==> src/rtl/piece_collision_check_pkg.sv <==
// Shared types for the candidate-placement collision checker: board and piece
// containers, the per-row result struct and the checker FSM state encoding.
package piece_collision_check_pkg;

    localparam int BOARD_W   = 10;
    localparam int BOARD_H   = 20;
    localparam int PIECE_DIM = 4;

    // Locked board, indexed screen[x][y].
    typedef struct packed {
        logic [BOARD_W-1:0][BOARD_H-1:0] screen;
    } game_state_t;

    // Candidate piece, indexed piece[dx][dy], with a 5-bit origin that may wrap negative.
    typedef struct packed {
        logic [PIECE_DIM-1:0][PIECE_DIM-1:0] piece;
        logic [4:0]                          x;
        logic [4:0]                          y;
    } active_piece_grid_t;

    typedef struct packed {
        logic hit_block;
        logic hit_wall;
        logic hit_floor;
    } collision_result_t;

    typedef enum logic [1:0] {
        IDLE = 2'd0,
        SCAN = 2'd1,
        RESP = 2'd2
    } collision_state_t;

    function automatic logic any_hit(input collision_result_t r);
        return r.hit_block | r.hit_wall | r.hit_floor;
    endfunction

endpackage

==> src/rtl/piece_collision_check_row_probe.sv <==
// Combinational probe of one piece-grid row (all four dx) against the board,
// walls and floor.
module piece_row_probe
    import piece_collision_check_pkg::*;
(
    input  game_state_t       board,
    input  logic [4:0]        x,
    input  logic [4:0]        y,
    input  logic [3:0]        row,
    input  logic [1:0]        dy,
    output collision_result_t result
);

    logic [4:0] col_x;
    logic [4:0] row_y;

    always_comb begin
        result = '0;
        col_x  = '0;
        row_y  = y + {3'b000, dy};
        for (int dx = 0; dx < PIECE_DIM; dx++) begin
            col_x = x + 5'(dx);
            if (row[dx]) begin
                if (col_x >= 5'(BOARD_W)) result.hit_wall  = 1'b1;
                if (row_y >= 5'(BOARD_H)) result.hit_floor = 1'b1;
                // The board is only indexed once both coordinates are known to be in range.
                if ((col_x < 5'(BOARD_W)) && (row_y < 5'(BOARD_H)) &&
                    board.screen[col_x[3:0]][row_y])
                    result.hit_block = 1'b1;
            end
        end
    end

endmodule

==> src/rtl/piece_collision_check.sv <==
// Snapshots a candidate piece placement and scans it against the locked board.
// Optional build macro: COLLISION_EARLY_EXIT_EN (stop scanning after the first hit).
//
// state | meaning
// IDLE  | ready for a request; snapshot taken on acceptance
// SCAN  | evaluating ROWS_PER_CYCLE piece rows per cycle, accumulating flags
// RESP  | result held on resp_* until resp_ready
module piece_collision_check
    import piece_collision_check_pkg::*;
#(
    parameter int ROWS_PER_CYCLE = 1
) (
    input  logic               clk,
    input  logic               reset_n,
    input  logic               req_valid,
    output logic               req_ready,
    input  game_state_t        req_board,
    input  active_piece_grid_t req_piece,
    output logic               resp_valid,
    input  logic               resp_ready,
    output logic               resp_collide,
    output logic               resp_hit_block,
    output logic               resp_hit_wall,
    output logic               resp_hit_floor
);

    localparam logic [1:0] DY_STEP = 2'(ROWS_PER_CYCLE);
    localparam logic [1:0] LAST_DY = 2'(PIECE_DIM - ROWS_PER_CYCLE);

    collision_state_t   state_q, state_d;
    game_state_t        board_q;
    active_piece_grid_t piece_q;
    logic [1:0]         dy_q;
    collision_result_t  acc_q;
    collision_result_t  scan_hit;
    collision_result_t  acc_next;
    collision_result_t  grp_hit [ROWS_PER_CYCLE];

    for (genvar g = 0; g < ROWS_PER_CYCLE; g++) begin : g_probe
        logic [1:0]        row_dy;
        logic [3:0]        row_bits;
        collision_result_t row_hit;

        assign row_dy = dy_q + 2'(g);

        always_comb begin
            row_bits = '0;
            for (int dx = 0; dx < PIECE_DIM; dx++)
                row_bits[dx] = piece_q.piece[dx][row_dy];
        end

        piece_row_probe u_probe (
            .board  (board_q),
            .x      (piece_q.x),
            .y      (piece_q.y),
            .row    (row_bits),
            .dy     (row_dy),
            .result (row_hit)
        );

        assign grp_hit[g] = row_hit;
    end

    always_comb begin
        scan_hit = '0;
        for (int g = 0; g < ROWS_PER_CYCLE; g++) begin
            scan_hit.hit_block = scan_hit.hit_block | grp_hit[g].hit_block;
            scan_hit.hit_wall  = scan_hit.hit_wall  | grp_hit[g].hit_wall;
            scan_hit.hit_floor = scan_hit.hit_floor | grp_hit[g].hit_floor;
        end
        acc_next.hit_block = acc_q.hit_block | scan_hit.hit_block;
        acc_next.hit_wall  = acc_q.hit_wall  | scan_hit.hit_wall;
        acc_next.hit_floor = acc_q.hit_floor | scan_hit.hit_floor;
    end

    always_ff @(posedge clk or negedge reset_n) begin
        if (!reset_n) state_q <= IDLE;
        else          state_q <= state_d;
    end

    always_comb begin
        state_d = state_q;
        case (state_q)
            IDLE: if (req_valid) state_d = SCAN;
            SCAN: begin
                if (dy_q == LAST_DY) state_d = RESP;
`ifdef COLLISION_EARLY_EXIT_EN
                if (any_hit(acc_next)) state_d = RESP;
`endif
            end
            RESP: if (resp_ready) state_d = IDLE;
            default: state_d = IDLE;
        endcase
    end

    always_ff @(posedge clk or negedge reset_n) begin
        if (!reset_n) begin
            board_q <= '0;
            piece_q <= '0;
            dy_q    <= '0;
            acc_q   <= '0;
        end else begin
            if (state_q == IDLE && req_valid) begin
                board_q <= req_board;
                piece_q <= req_piece;
                dy_q    <= '0;
                acc_q   <= '0;
            end else if (state_q == SCAN) begin
                acc_q <= acc_next;
                dy_q  <= dy_q + DY_STEP;
            end
        end
    end

    assign req_ready      = (state_q == IDLE);
    assign resp_valid     = (state_q == RESP);
    assign resp_hit_block = acc_q.hit_block;
    assign resp_hit_wall  = acc_q.hit_wall;
    assign resp_hit_floor = acc_q.hit_floor;
    assign resp_collide   = any_hit(acc_q);

endmodule

==> config.mk <==
export PLATFORM = sky130hd
export DESIGN_NAME = piece_collision_check
export DESIGN_NICKNAME = d
export VERILOG_FILES = /design/src/rtl/piece_collision_check_pkg.sv /design/src/rtl/piece_collision_check_row_probe.sv /design/src/rtl/piece_collision_check.sv
export SDC_FILE = /design/constraint.sdc
export NUM_CORES = 1
export LEC_CHECK = 0
export ABC_CLOCK_PERIOD_IN_PS = 3500
export CAP_MARGIN = 20
export CORE_ASPECT_RATIO = 2
export CORE_MARGIN = 4
export CORE_UTILIZATION = 50
export CTS_CLUSTER_SIZE = 8
export DETAILED_ROUTE_END_ITERATION = 12
export PLACE_DENSITY = 0.77
export SLEW_MARGIN = 15
export SYNTH_ARGS = -nofsm -noshare
export SYNTH_HDL_FRONTEND = slang
export SYNTH_SLANG_ARGS = --single-unit
==> constraint.sdc <==
create_clock -name clk -period 3.5 [get_ports clk]
set_clock_uncertainty 0.15 [all_clocks]
set_input_delay 0.7 -clock clk [delete_from_list [all_inputs] [get_ports clk]]
set_output_delay 0.7 -clock clk [all_outputs]
set_load 0.03 [all_outputs]
# --- Yosys cells after proc, flatten, opt, wreduce, memory -nomap -nowiden ---
# Cells that the tools add are included.
word_totals:
  word_cells: 113
  regBits: 233
  inputBits: 230
classes:
  n_lt_le_gt_ge: 16
  n_eq_ne: 6
  bitwise_logic: 5
  addsub: 5
  muxes: 48
  reduce_logical: 12
ops:
  columns: ["op", "count"]
  rows:
  - ["$bmux W20 S4", 4]
  - ["$mux W20", 4]
  - ["$bmux W1 S5", 4]
  - ["$ge A5 B4 Y1 const B", 4]
  - ["$lt A4 B5 Y1 const B", 4]
  - ["$lt A5 B4 Y1 const B", 4]
  - ["$mux W1", 20]
  - ["$mux W3", 6]
  - ["$add A5 B2 Y5 const B", 2]
  - ["$mux W2", 5]
  - ["$logic_and A1 B1 Y1", 9]
  - ["$bmux W1 S2", 4]
  - ["$lt A5 B6 Y1 const B", 1]
  - ["$pmux W2 S3", 1]
  - ["$add A5 B1 Y5 const B", 1]
  - ["$add A5 B2 Y5", 1]
  - ["$ge A5 B5 Y1 const B", 1]
  - ["$lt A5 B5 Y1 const B", 1]
  - ["$or A1 B1 Y1", 5]
  - ["$eq A2 B2 Y1 const B", 2]
  - ["$ne A2 B2 Y1 const B", 2]
  - ["$lt A2 B3 Y1 const B", 1]
  - ["$reduce_and A3 Y1", 1]
  - ["$add A2 B1 Y2 const B", 1]
  - ["other kinds (4)", 4]

# --- Depth between registers and ports, before layout ---
# Gate-level depths: netlist of the first run.
depth:
  word_depth: 16
  depth_mapped: 19
  depth_no_buf: 10

# --- Hierarchy ---
# A second synthesis of the first run with hierarchy kept.
hier_totals:
  hier_cells: 1368
  area_unflattened_um2: 16303.1
by_module_without_submodules:
  columns: ["module", "area_each_um2", "n_inst", "cells_per_inst"]
  rows:
  - ["piece_collision_check", 8901.0, 1, 514]
  - ["piece_row_probe", 7402.1, 1, 854]

# --- Worst setup path after synthesis of the first run ---
# Ideal clock, no wire load.
synth_timing:
  path_type: "reg2reg"
  from: "register piece_q[5] (netlist name)"
  to: "register acc_q (netlist bit resp_hit_block)"
  required_ns: 3.209
  path_stages_with_launch: 18
  arrival_ns: 3.480
  setup_slack_ns: -0.271
  setup_time_ns: 0.141
  period_less_slack_ns: 3.771
  path_cell_list: "dfrtp_1 buf_6 buf_12 buf_12 inv_4 buf_2 buf_2 ha_1 buf_2 buf_4 buf_2 mux4_2 nand2_1 a21oi_1 o311ai_0 o311ai_0 a311oi_1 a41oi_1"
synth_via:
  elab_chain_len: 16
  word_cells_on_any_way: 42
synth_rtl:
  columns: ["element", "line", "text"]
  rows:
  - ["start: declaration", "piece_collision_check.sv:32", "active_piece_grid_t piece_q;"]
  - ["start signal: assignment", "piece_collision_check.sv:105", "piece_q <= req_piece;"]
  - ["branches (longest 12 deep; another with $add A5 B1 Y5)", null, null]
  - ["$mux W3 (*)", "piece_collision_check_row_probe.sv:23", "if (row[dx]) begin"]
  - ["$or A1 B1 Y1 (*)", "piece_collision_check.sv:71", "acc_next.hit_block = acc_q.hit_block | scan_hit.hit_block;"]
  - ["$mux W3 (*)", "piece_collision_check.sv:108", "end else if (state_q == SCAN) begin"]
  - ["$mux W3 (*)", "piece_collision_check.sv:103", "if (state_q == IDLE && req_valid) begin"]
  - ["end signal: assignment", "piece_collision_check.sv:109", "acc_q <= acc_next;"]
  - ["end: declaration", "piece_collision_check.sv:34", "collision_result_t acc_q;"]
# Mark *: on every way between the ends. The select of a mux whose other input is x is not followed.
# A chain may end at the register's enable or synchronous reset.

# --- Worst setup path in the final report of the first run ---
layout_timing:
  from: "register piece_q[7] (netlist name)"
  to: "register acc_q (netlist bit resp_hit_block)"
# Same word-level chain as after synthesis.

==> reports/metrics.yaml, run 1 <==
die:
  io_pins: 236
  die-area_mm2: 0.0344
  die_h_um: 258
  coreArea_mm2: 0.0309
  initial_core_util_pct: 50.8
  std_cell_rows: 91
  die_width_um: 133
clock_tree:
  clockBufferDepth: 3
  cts_buffers: 35
  cts_sinks: 233
  clkLatencyLatePin_ns: 0.53
  cts_tree: "built"
  htree_levels: 2
  clkTransAtPathRegs_ns: 0.06
  cts-root-buf: "clkbuf_16"
grt:
  met2_usage_pct: 59.5
  grt_max_degree: 90
  grt_util_all_layers_pct: 33.0
  grt_pass1_wl_um: 86800
  grt_pass1_vias: 15000
  busiest_layer: "met2"
  met3_usage_pct: 3.67
  antenna_found_initial: 0
  gr-usage-met1_pct: 39.0
  overflow: 0
timing:
  fin_crit_sh_pct: 96.1
  setup-tns-final_ns: 0
  tightest_slew_ns: 0.752
  slew_violations: 0
  hold_viol_final: 0
  slew_headroom_pct: 49.9
  finalCriticalPeriod_ns: 3.36
  rsz0062_at_grt: "false"
  setup_viol: 0
  fmax_mhz: 297
layout:
  final_common_cell: "nand2_1"
  diodes: 0
  syn2layout_area_growth_pct: 26.8
  most-common-layout-cells: "773 x nand2_1, 234 x clkdlybuf4s50_1, 231 x dfrtp_1, 141 x mux4_2, 89 x buf_4"
  nFillCells: 2516
  final_area_mm2: 0.0199
  nets: 2177
  layout-drive-gt1-share_pct: 16.4
synthesis:
  postSynthAreaPerCell_um2: 9.29
  syn_area_mm2: 0.0157
  ys.flop_type: "dfrtp_1"
  syn_inst: 1688
  ys.warnings.count: 0
  ys_types: 80
  synth_edf_count: 0
  synth-async-reset-ratio_pct: 100
  synthesis.nets: 1929
  synth-seq-cells: 233
  seq_area_frac_synth_pct: 37.2
drt:
  drt-wirelength-per-cell_um: 24.3
  drt_iter0_drc: 1404
  drc_errors: 0
  drt-total-wl_um: 57300
  ant_nets: 0
  vias: 14600
  vias_per_cell: 6.18
  first_pass_iters: 5
power_and_ir_drop:
  p_clk_share_pct: 12.3
  power.switching_mw: 11.6
  pwr-share-comb_pct: 64.4
  cellPowerDensity_mw_per_mm2: 1250
  netSwitchingFraction_pct: 46.7
  ir_worst_vdd_mv: 0.764
  p_leak_nw: 8.94
  power.internal_mw: 13.2
  power.share.sequential_pct: 23.4
placement:
  gp_congestion: 1.02
  place_area_mm2: 0.0189
  hpwlAfterDp_um: 43800
  io_buffers: 235
run_status:
  status: "complete, no violations"
setup_path:
  crit_arrival_ns: 3.60
  path_max_fanout: 11
  criticalPathCategory: "flip-flop to flip-flop"
  r2r_cells: 10
  end_kind: "flip-flop"
  critical_path_required_ns: 3.74
  crit_path_start_kind: "flip-flop"
flow_run:
  drv_cap: 0
hold_path:
  min_path_type: "input pin to asynchronous set/reset pin"
[logic make-up (layout without fill, tap and decap cells)]
logic type               Yosys count  count (layout)  synth area share (%)
flip-flops                       233             233                  37.2
buffers and inverters            141             394                  4.81
AND/OR/NAND/NOR                  889             889                  22.6
multiplexers                     209             209                  25.3
XOR/XNOR                          12              12                 0.790
adder cells (fa/ha/maj)           11              11                 0.926
AO/OA/AOI/OAI                    193             193                  8.41
[Yosys cell counts (all sizes together), types with 6 or more instances]
cell | n | area (um2)
mux4 | 147 | 3330
nand4 | 8 | 65.1
nor3 | 7 | 40.0
ha | 10 | 125
buf | 59 | 433
clkbuf | 71 | 277
and3 | 6 | 37.5
a31oi | 21 | 131
mux2 | 7 | 78.8
mux2i | 55 | 551
nor2 | 30 | 113
nand3 | 37 | 185
o21ai | 38 | 190
nand2 | 774 | 2910
xnor2 | 8 | 70.1
inv | 10 | 40.1
o221ai | 11 | 96.3
a221oi | 7 | 67.6
a21oi | 46 | 234
a211oi | 10 | 75.1
dfrtp | 233 | 5830
[power by group through the flow]
stage	Sequential [mW]	Combinational, mW	Clock [mW]
after global placement	5.66	15.4	0
after global routing	5.93	16.9	3.17
after floorplan	4.91	11.0	0
after detailed placement	5.75	15.6	0
final	5.79	15.9	3.04
after CTS	5.73	15.7	3.08
[layout make-up]
cell class / instances / area (um2) / share of cell area (%)
clock buffer: 39 / 922 / 4.64
clock inverter: 3 / 32.5 / 0.164
inverter: 11 / 48.8 / 0.246
multi-input combinational: 1314 / 9150 / 46.1
sequential: 233 / 5840 / 29.4
tap: 418 / 523 / 2.63
timing repair buffer: 341 / 3360 / 16.9
[state kept, by name, indices dropped and copies added (netlist names)]
signal,count
board_q,200
dy_q,2
piece_q,26
resp_hit_block,1
resp_hit_floor,1
resp_hit_wall,1
state_q,2
[critical path, cell delays in order, from the launching register on]
cell      delay (ns)
dfrtp_1         0.50
ha_1            0.25
buf_4           0.21
nand3b_1        0.20
and2_1          0.39
a221oi_1        0.61
nor3b_1         0.13
o211ai_1        0.25
a21oi_1         0.15
a311oi_1        0.24
a41oi_1         0.14
[final timing paths]
kind                       slack [ns]        start             end
hold reg to reg                  0.33  piece_q[14]     piece_q[14]
min in group clk                 0.33  piece_q[14]     piece_q[14]
max in group asynchronous        2.33      reset_n    board_q[178]
setup reg to reg                 0.14   piece_q[7]  resp_hit_block
setup / recovery                 0.14   piece_q[7]  resp_hit_block
hold / removal                   0.05      reset_n    board_q[112]
[layer usage]
layer | part of all wire, % | up-vias
li1 | - | 6428
met5 | 0 | -
met1 | 36 | 7250
met4 | 5.7 | 0
met2 | 53 | 709
met3 | 5.8 | 184
[repair_timing]
item | 4_1_cts | 5_1_grt
setup buffers | 0 | 5
resized for setup | 0 | 1
setup endpoints to repair | 0 | 1
hold buffers | 0 | 0
[through the flow]
step	total power [mW]	hold WS, ns	util, %	setup WS, ns	cells
floorplan	15.9	0.254	-	0.00278	1688
global route	26.0	0.108	64.4	0.00224	2359
finish	24.8	0.0495	64.4	0.135	2359
global placement	21.0	0.303	61.2	0.205	2312
detailed placement	21.3	0.316	61.2	0.120	2312
CTS	24.5	0.0636	64.3	0.113	2354
Power figures use the tool's default switching activity.
==> inputs of run 2 (changes only) <==
Settings changed: PLACE_DENSITY 0.77 to 0.81, SKIP_CTS_REPAIR_TIMING set to 1.
==> reports/metrics.yaml, run 2 (synthesized netlist as in run 1, its figures left out) <==
setup_path:
  critical_path_required_ns: 3.74
  path_max_fanout: 51
  cpPeakStageDelay_ns: 0.65
  cp_cell_sequence: "buf_12 -> mux4_1 -> mux4_2 -> or4_1 -> nand4_1 -> a211oi_1 -> a311oi_1 -> a41oi_1"
  cpMaxStageDelayCell: "mux4_1"
  criticalPathCategory: "flip-flop to flip-flop"
  crit_arrival_ns: 3.57
  end_kind: "flip-flop"
  path_buf_inv: 1
  crit_path_start_kind: "flip-flop"
  path_delay_family: "multiplexers"
drt:
  drt-wirelength-per-cell_um: 24.8
  drt-total-wl_um: 58300
  drc_errors: 0
  vias_per_cell: 6.20
  drt_iter0_drc: 1715
  ant_nets: 0
  vias: 14600
  first_pass_iters: 6
clock_tree:
  cts_tree: "built"
  clkTransAtPathRegs_ns: 0.06
  clkLatencyLatePin_ns: 0.53
  cts-root-buf: "clkbuf_16"
  cts_sinks: 233
  htree_levels: 2
  cts_buffers: 35
  clockBufferDepth: 3
timing:
  layout_setup_ws_ns: 0.175
  finalCriticalPeriod_ns: 3.32
  slew_violations: 0
  fmax_mhz: 301
  setup_viol: 0
  slew_headroom_pct: 37.3
  setup-tns-final_ns: 0
  hold_viol_final: 0
  rsz0062_at_grt: "false"
  hold_slack_ns: 0.0754
  fin_crit_sh_pct: 95.0
  tightest_slew_ns: 0.941
power_and_ir_drop:
  p_clk_share_pct: 12.0
  cellPowerDensity_mw_per_mm2: 1260
  p_leak_nw: 8.96
  power.share.sequential_pct: 23.2
  pwr-share-comb_pct: 64.7
  power.internal_mw: 13.4
  power.switching_mw: 11.8
  netSwitchingFraction_pct: 46.8
  ir_worst_vdd_mv: 0.861
layout:
  most-common-layout-cells: "773 x nand2_1, 234 x clkdlybuf4s50_1, 231 x dfrtp_1, 141 x mux4_2, 76 x buf_4"
  diodes: 0
  syn2layout_area_growth_pct: 27.2
  largest_register_ffs: 200
  nets: 2171
  layout-drive-gt1-share_pct: 16.1
  regMostFlops: "board_q"
  final_common_cell: "nand2_1"
  nFillCells: 2458
  reg_top3: "board_q (200), piece_q (26)"
  finish.utilization_pct: 64.6
grt:
  grt_pass1_vias: 15000
  grt_pass1_wl_um: 88400
  grt_max_degree: 153
  overflow: 0
  antenna_found_initial: 0
  grt_util_all_layers_pct: 33.5
placement:
  pre_cts_ws_ns: 0.116
  gp_congestion: 1.04
  io_buffers: 235
  hpwlAfterDp_um: 43600
hold_path:
  min_path_type: "input pin to asynchronous set/reset pin"
run_status:
  status: "complete, no violations"
die:
  die_h_um: 258
  initial_core_util_pct: 50.8
  std_cell_rows: 91
  io_pins: 236
  die_width_um: 133
  die-area_mm2: 0.0344
  coreArea_mm2: 0.0309
flow_run:
  drv_cap: 0
## run 2: area by class of cell
class,count,area (um2),area share [%]
sequential,233,5840,29.3
timing repair buffer,335,3410,17.1
inverter,11,48.8,0.245
tap,418,523,2.62
clock buffer,40,937,4.70
clock inverter,1,8.76,0.0439
multi-input combinational,1314,9170,46.0
## run 2: path summary, 6_finish.rpt
path | startpoint | end | slack (ns) | cells past startpoint
worst min-delay path | reset_n | board_q[154] | 0.08 | 1
min in group clk | piece_q[10] | piece_q[10] | 0.32 | 2
worst min register to register | piece_q[10] | piece_q[10] | 0.32 | 2
worst max-delay path | piece_q[5] | resp_hit_block | 0.18 | 8
worst max register to register | piece_q[5] | resp_hit_block | 0.18 | 8
max in group asynchronous | reset_n | board_q[82] | 2.32 | 2
## run 2: worst reg2reg max path, delay by kind of cell, from the launching register on
family	cells	cell delay, ns
muxes	2	1.15
AOI/OAI and AO/OA	3	0.51
buffers and inverters	1	0.32
and+or+nand+nor	2	0.59
DFF	1	0.48
## run 2: power by group through the flow
stage	clock, mW	sequential, mW	combinational [mW]
after floorplan	0	4.91	11.0
after global placement	0	5.66	15.6
after detailed placement	0	5.77	15.7
after CTS	3.05	5.76	15.8
after global routing	3.16	5.97	17.2
final	3.02	5.84	16.3
## run 2: metrics by stage
step | area (um2) | power, mW | instances
after floorplan | 15800 | 15.9 | 1688
after detailed placement | 18900 | 21.5 | 2308
after global placement | 18900 | 21.2 | 2308
after global routing | 19900 | 26.4 | 2352
after CTS | 19900 | 24.6 | 2349
final | 19900 | 25.1 | 2352
## run 2: routing by layer
layer | vias to the layer above | share of wire (%) | GRT usage, %
met4 | 0 | 7.0 | 19.3
met3 | 233 | 7.0 | 4.35
li1 | 6412 | - | -
met1 | 7096 | 34 | 39.2
met2 | 839 | 52 | 59.0
met5 | - | 0 | 0
